[src/rtl/fetch_stage_pkg.sv]
// rtl/fetch_stage_pkg.sv - shared CPU package: fetch FSM encoding and reset vector
package fetch_stage_pkg;

    typedef enum logic [1:0] {
        ST_FILL = 2'd0,
        ST_RUN  = 2'd1,
        ST_HALT = 2'd2
    } fetch_state_t;

    localparam int unsigned DEFAULT_RESET_PC = 0;

endpackage

[src/rtl/fetch_pc_reg.sv]
// rtl/fetch_pc_reg.sv - pc / f_pc / f_valid pipeline register with redirect and stall muxing
module fetch_pc_reg #(
    parameter int unsigned ADDR_W   = 4,
    parameter int unsigned RESET_PC = 0
) (
    input  logic              clk,
    input  logic              reset_n,
    input  logic              redirect,
    input  logic [ADDR_W-1:0] redirect_addr,
    input  logic              flush,
    input  logic              advance,
    output logic [ADDR_W-1:0] pc,
    output logic [ADDR_W-1:0] f_pc,
    output logic              f_valid
);

    localparam logic [ADDR_W-1:0] RST_PC = ADDR_W'(RESET_PC);

    // Priority redirect > flush > advance; with none of them everything holds (stall).
    always_ff @(posedge clk or negedge reset_n) begin
        if (!reset_n) begin
            pc      <= RST_PC;
            f_pc    <= RST_PC;
            f_valid <= 1'b0;
        end else if (redirect) begin
            pc      <= redirect_addr;
            f_valid <= 1'b0;
        end else if (flush) begin
            f_valid <= 1'b0;
        end else if (advance) begin
            f_pc    <= pc;
            pc      <= pc + ADDR_W'(1);
            f_valid <= 1'b1;
        end
    end

endmodule

[src/rtl/fetch_stage.sv]
// rtl/fetch_stage.sv - instruction fetch stage: FILL/RUN/HALT control, PC pipeline and accept counter
module fetch_stage
    import fetch_stage_pkg::*;
#(
    parameter int unsigned ADDR_W   = 4,
    parameter int unsigned DATA_W   = 32,
    parameter int unsigned RESET_PC = DEFAULT_RESET_PC,
    parameter int unsigned CNT_W    = 16
) (
    input  logic              clk,
    input  logic              reset_n,
    input  logic              stall,
    input  logic              redirect,
    input  logic [ADDR_W-1:0] redirect_addr,
    input  logic              halt_req,
    output logic [ADDR_W-1:0] imem_addr,
    input  logic [DATA_W-1:0] imem_rdata,
    output logic [DATA_W-1:0] instr,
    output logic              instr_valid,
    output logic [ADDR_W-1:0] instr_pc,
    output logic [ADDR_W-1:0] pc_plus1,
    output logic              halted,
    output logic [CNT_W-1:0]  fetch_count
);

    fetch_state_t      state, state_nxt;
    logic              advance, flush, accept;
    logic [ADDR_W-1:0] pc, f_pc;
    logic              f_valid;
    logic [CNT_W-1:0]  count;

    fetch_pc_reg #(
        .ADDR_W   (ADDR_W),
        .RESET_PC (RESET_PC)
    ) u_pc_reg (
        .clk           (clk),
        .reset_n       (reset_n),
        .redirect      (redirect),
        .redirect_addr (redirect_addr),
        .flush         (flush),
        .advance       (advance),
        .pc            (pc),
        .f_pc          (f_pc),
        .f_valid       (f_valid)
    );

    always_ff @(posedge clk or negedge reset_n) begin
        if (!reset_n) state <= ST_FILL;
        else          state <= state_nxt;
    end

    always_comb begin
        state_nxt = state;
        advance   = 1'b0;
        flush     = 1'b0;
        if (redirect) begin
            state_nxt = halt_req ? ST_HALT : ST_FILL;
        end else if (halt_req) begin
            flush     = 1'b1;
            state_nxt = ST_HALT;
        end else begin
            case (state)
                ST_FILL: begin
                    advance   = 1'b1;
                    state_nxt = ST_RUN;
                end
                ST_RUN:  advance   = !stall;
                ST_HALT: state_nxt = ST_FILL;
                default: state_nxt = ST_FILL;
            endcase
        end
    end

    // A redirect squashes the instruction on display, so it is never counted.
    assign accept = (state == ST_RUN) && f_valid && !stall && !redirect;

    always_ff @(posedge clk or negedge reset_n) begin
        if (!reset_n)    count <= '0;
        else if (accept) count <= count + CNT_W'(1);
    end

    // A stalled RAM re-reads the displayed address so instr stays stable.
    assign imem_addr   = (state == ST_RUN && stall) ? f_pc : pc;
    assign instr       = imem_rdata;
    assign instr_valid = f_valid;
    assign instr_pc    = f_pc;
    assign pc_plus1    = f_pc + ADDR_W'(1);
    assign halted      = (state == ST_HALT);
    assign fetch_count = count;

endmodule

[config.mk]
export PLATFORM = sky130hd
export DESIGN_NAME = fetch_stage
export DESIGN_NICKNAME = d
export VERILOG_FILES = /design/src/rtl/fetch_stage_pkg.sv /design/src/rtl/fetch_pc_reg.sv /design/src/rtl/fetch_stage.sv
export SDC_FILE = /design/constraint.sdc
export NUM_CORES = 1
export LEC_CHECK = 0
export BUFFER_PORTS_ARGS = -buffer_cell sky130_fd_sc_hd__buf_2
export CAP_MARGIN = 10
export CORE_ASPECT_RATIO = 1.2
export CORE_MARGIN = 2
export CORE_UTILIZATION = 45
export CTS_CLUSTER_DIAMETER = 80
export DETAILED_ROUTE_END_ITERATION = 10
export PLACE_DENSITY = 0.85
export SYNTH_ARGS = -nofsm -noshare
export SYNTH_HDL_FRONTEND = slang
export SYNTH_SLANG_ARGS = --single-unit
[constraint.sdc]
create_clock -name clk -period 2.24 [get_ports clk]
set_input_delay 0.112 -clock clk [delete_from_list [all_inputs] [get_ports clk]]
set_output_delay 0.112 -clock clk [all_outputs]
set_load 0.05 [all_outputs]
* After elaboration in Yosys (flattened, before gate mapping)
Index checks and enable logic that the tools add are counted.
W data, S select, Z words.
** Word-level totals
- Logic and storage cells :: 41
- Bits of input ports :: 41
- Flip-flop bits (word level) :: 27
** Cells by class
- Bitwise gates (word level) :: 2
- Add/sub/neg operators :: 3
- Reduce and logical (&&, ||, !) cells :: 11
- Equal/unequal tests :: 4
- Muxes and demuxes :: 16
** Operators by type and width (count)
- $add A16 B1 Y16 const B :: 1
- $mux W4 :: 4
- $add A4 B1 Y4 const B :: 2
- $mux W1 :: 7
- $mux W2 :: 3
- $logic_and A1 B1 Y1 :: 4
- $pmux W2 S2 :: 1
- $ne A3 B3 Y1 const B :: 1
- $reduce_and A3 Y1 :: 1
- $reduce_bool A3 Y1 :: 1
- $eq A2 B1 Y1 const B :: 1
- $eq A2 B2 Y1 const B :: 1
- $logic_not A1 Y1 :: 2
- $logic_not A2 Y1 :: 1
- $ne A2 B2 Y1 const B :: 1
- $not A1 Y1 :: 2
- $pmux W1 S2 :: 1
- $reduce_and A2 Y1 :: 1
- $reduce_bool A2 Y1 :: 1

* Longest topological paths before layout
- Word-level depth :: 7
- Mapped depth :: 4

* Cells and area by module
A second synthesis with hierarchy kept.
** Second synthesis, totals
- Cell total of the unflattened synthesis :: 146
- Area total of the unflattened synthesis :: 1559.0 um^2
** Modules (own cells, without submodules)
- fetch_stage :: cells each 111, seq. area each 450.4 um^2, area an instance 1136.1 um^2, times used 1
- fetch_pc_reg :: cells each 35, seq. area each 225.2 um^2, area an instance 422.9 um^2, times used 1

* Worst setup path before layout
No wires, ideal clock.
- Path kind :: flip-flop to output port
- Start :: register u_pc_reg.f_pc[0]
- End :: output port imem_addr[0]
- Stages on the path, launching flop included :: 3
- Slack :: -85 ps
- Arrival time :: 2213 ps
- Path buffers :: 0
- Cell sequence :: dfrtp_1 -> inv_1 -> o21ai_0
** Between the ends
- Longest elaborated chain between the ends :: 1
** RTL lines
- start: declaration :: line fetch_pc_reg.sv:13 : output logic [ADDR_W-1:0] f_pc,
- start signal: assignment :: line fetch_pc_reg.sv:31 : f_pc <= pc;
- $mux W4 :: line fetch_stage.sv:83 : assign imem_addr = (state == ST_RUN && stall) ? f_pc : pc;
- end: declaration :: line fetch_stage.sv:16 : output logic [ADDR_W-1:0] imem_addr,
Every way passes these cells.

* Final worst setup path
- Start :: register state[1]
- End :: output port imem_addr[1]
** Between the ends
- Longest elaborated chain between the ends :: 3
** RTL lines
- start: declaration :: line fetch_stage.sv:26 : fetch_state_t state, state_nxt;
- start signal: assignment :: line fetch_stage.sv:49 : else state <= state_nxt;
- $eq A2 B1 Y1 :: line fetch_stage.sv:83
- $logic_and A1 B1 Y1 :: line fetch_stage.sv:83
- $mux W4 :: line fetch_stage.sv:83
Every way passes these cells.

==> flow_summary_export.csv <==
group,metric,value,unit
cells_and_area,layout-drive-gt1-share,0.383,
global_routing,grt.total_usage,0.151,
cells_and_area,combined_area_of_the_multi_input_logic_cells,641,sq um
yosys,synth.ff_latch_count,27,
clock_tree,tritoncts,"done",
route,drtPass1Iterations,2,
yosys,synthesis.nets,188,
yosys,yosys_warnings,0,
clock_tree,cts.sink_count,27,
global_routing,vias_in_the_first_global_route,995,
critical_path,critical_path.startpoint_type,"register",
power,leakage,0.892,nW
route,vias,994,
cells_and_area,area_delta_synth_final,3.49,%
yosys,unique_masters_post_synth,29,
clock_tree,clk_root_buffer_cell,"sky130_fd_sc_hd__clkbuf_8",
die,initial_utilization,0.473,
hold_path,min_path_type,"in2reg",
die,num_io_pins,103,
placed_design,place.detailed.instances,185,
yosys,simple_gate_portion_of_the_synthesized_area,0.174,
global_routing,number_of_antenna_violations_at_the_first_check_in_global_routing,0,
route,ant_nets,0,
timing,post_layout_min_period,1.66,ns
route,detail_route.wl_per_cell,14.2,microns
clock_tree,worst_skew_pair.late_latency,0.27,ns
route,drtIter0Drc,29,
placed_design,dp_hpwl,2.12,mm
yosys,main_combinational_cell_family_by_area_after_synthesis,"simple AND/OR/NAND/NOR gates",
cells_and_area,final_nets,199,
yosys,synth-seq-area-share,0.428,
global_routing,grt_pass1_wl,4.49,mm
timing,finalHoldViolCount,0,
cells_and_area,seq_area,676,sq um
die,floorplan.die.height,68.9,microns
die,floorplan.die.width,58.1,microns
placed_design,globalplace.congestion,0.765,
cells_and_area,nFillCells,314,
cells_and_area,final_cell_count_no_fill,191,
timing,skew,0.00197,ns
yosys,synth_fa_ha_area_frac,0.0238,
critical_path,worst_ep_arrival_time,1.55,ns
run_status,outcome,"finished, final reports clean",
route,route.detailed.vias_per_inst,5.20,
timing,tightest_slew,0.587,ns
yosys,compound_gate_fraction_of_synth_area,0.0269,
route,post_route_drc_violation_count,0,
critical_path,worst-path-max-fanout,5,
route,detail_route.wirelength,2.71,mm
timing,achievable-frequency,603,MHz
yosys,synth_xor_xnor_area_share,0.111,
clock_tree,post-cts-setup-buffers,0,
clock_tree,number_of_h_tree_levels,1,
cells_and_area,mostFrequentLayoutCell,"sky130_fd_sc_hd__buf_2",
global_routing,grt_start_max_net_pins,28,
die,area_of_the_placeable_core,0.00334,sq mm
critical_path,critPathRequiredTime,2.13,ns
clock_tree,cts.clk_slew.worst_paths,0.09,ns
clock_tree,tritoncts.num_buffers,3,
critical_path,timing.setup.critical_path_class,"reg2out",
placed_design,buffer_ports.inserted,38,
critical_path,max_stage_delay,0.42,ns
power,ir_worst_vdd,843,uV
global_routing,gr-total-overflow,0,
critical_path,setup.worst_path.end_class,"primary output",
yosys,synth_mux_area_frac,0.0705,
yosys,synthesis.area,0.00158,sq mm
critical_path,cpMaxStageDelayCell,"sky130_fd_sc_hd__dfrtp_1",
yosys,synthesis.area_per_instance,11.0,sq um
timing,setup_viol,0,
power,pwrdens,738,mW/mm^2
run,timing.max_cap.violations,0,
timing,grt_setup_unrepaired,"no",
timing,worst_slew_margin_rel,0.609,
die,row_count,23,
clock_tree,clk_path_buf_depth,2,
cells_and_area,antenna_cells_inserted,0,
die,floorplan.die_area,0.00400,sq mm
yosys,post_synth_inst_count,144,
critical_path,timing.critical_path.cells,"nand3b_1 -> mux2_2 -> buf_2",
timing,slew_viol_final,0,
timing,layout_worst_path_cycle_share,0.740,
timing,timing.setup.tns,0,ns
cells_and_area,layout_common_cells,"sky130_fd_sc_hd__buf_2 (38), sky130_fd_sc_hd__dfrtp_1 (27), sky130_fd_sc_hd__nand2_1 (11)",
## cells by family (layout without fill, tap and decap cells)
kind of cell	count (synthesis)	count (layout)
and+or+nand+nor	40	40
buffers and inverters	38	48
DFF	27	27
xor gates and xnor gates	20	20
muxes	9	9
AOI/OAI and AO/OA	7	7
adders and majority gates	3	3
## path summary, 6_finish.rpt
path	from	end	slack [ns]	depth (start not counted)
min	redirect_addr[1]	u_pc_reg.pc[1]	0.04	3
max reg2reg	state[0]	u_pc_reg.pc[3]	0.73	4
max	state[1]	imem_addr[1]	0.58	3
min reg2reg	fetch_count[15]	fetch_count[15]	0.47	1
min in group asynchronous	reset_n	fetch_count[9]	0.36	2
max in group asynchronous	reset_n	fetch_count[15]	1.49	2
## cell usage after synthesis
library cell,instances,area share
sky130_fd_sc_hd__a211oi_2,1,0.0079
sky130_fd_sc_hd__a21oi_1,1,0.0032
sky130_fd_sc_hd__and2_1,1,0.0040
sky130_fd_sc_hd__and2b_4,2,0.013
sky130_fd_sc_hd__and4_1,1,0.0055
sky130_fd_sc_hd__and4_2,1,0.0063
sky130_fd_sc_hd__and4bb_4,1,0.010
sky130_fd_sc_hd__buf_4,32,0.15
sky130_fd_sc_hd__clkbuf_1,2,0.0048
sky130_fd_sc_hd__dfrtp_1,27,0.43
sky130_fd_sc_hd__ha_1,3,0.024
sky130_fd_sc_hd__inv_1,4,0.0095
sky130_fd_sc_hd__mux2_1,1,0.0071
sky130_fd_sc_hd__mux2_2,4,0.029
sky130_fd_sc_hd__mux2_4,3,0.029
sky130_fd_sc_hd__mux2i_1,1,0.0063
sky130_fd_sc_hd__nand2_1,11,0.026
sky130_fd_sc_hd__nand3_1,3,0.0095
sky130_fd_sc_hd__nand3b_1,1,0.0048
sky130_fd_sc_hd__nand4_1,4,0.016
sky130_fd_sc_hd__nand4b_1,1,0.0055
sky130_fd_sc_hd__nand4b_4,2,0.030
sky130_fd_sc_hd__nor2_1,7,0.017
sky130_fd_sc_hd__nor2b_1,1,0.0040
sky130_fd_sc_hd__nor3_1,1,0.0032
sky130_fd_sc_hd__nor3_2,3,0.019
sky130_fd_sc_hd__o21ai_0,5,0.016
sky130_fd_sc_hd__xnor2_1,10,0.055
sky130_fd_sc_hd__xor2_1,10,0.055
## worst max-delay path: cells and delay by family, from the launching register on
family | cells | cell delay [ns]
flops | 1 | 0.42
mux | 1 | 0.34
simple gates | 1 | 0.30
buf+inv | 1 | 0.21
## final cells by class
type / instances / area share
flip-flops and latches: 27 / 0.413
multi-input cells: 79 / 0.392
repair buffers: 40 / 0.129
well taps: 37 / 0.0283
clock buffers: 3 / 0.0253
inverters: 4 / 0.00919
clock inverters: 1 / 0.00306
## flip-flops by register name, indices dropped and copies added (netlist names)
signal / flops
u_pc_reg.pc: 4
state: 2
fetch_count: 16
u_pc_reg.f_valid: 1
u_pc_reg.f_pc: 4
## metrics by stage
step                       util  power [mW]  area [sq um]  setup WS (ns)  hold WS [ns]
after floorplan               -        1.01          1580          0.296        -0.184
after global placement    0.470       0.937          1570          0.759         0.143
after detailed placement  0.470       0.943          1570          0.716         0.150
after CTS                 0.490        1.22          1630          0.570        0.0418
after global routing      0.490        1.26          1630          0.493        0.0677
final                     0.490        1.21          1630          0.582        0.0371
## where the power goes
group          internal (mW)  switching [mW]
clock                  0.125           0.151
sequential             0.518          0.0380
combinational          0.101           0.273
## layer usage
layer  GRT usage  wire, microns  vias to the layer above
li1            -              -                      463
met1       0.165           1100                      466
met2       0.256           1290                       56
met3      0.0392            246                        9
met4       0.105             72                        0
met5           0              0                        -
## repair_timing
item	4_1_cts	5_1_grt
gates resized for setup	0	0
hold buffers	2	0
hold endpoints to repair	28	0
Power figures use the tool's default switching activity.
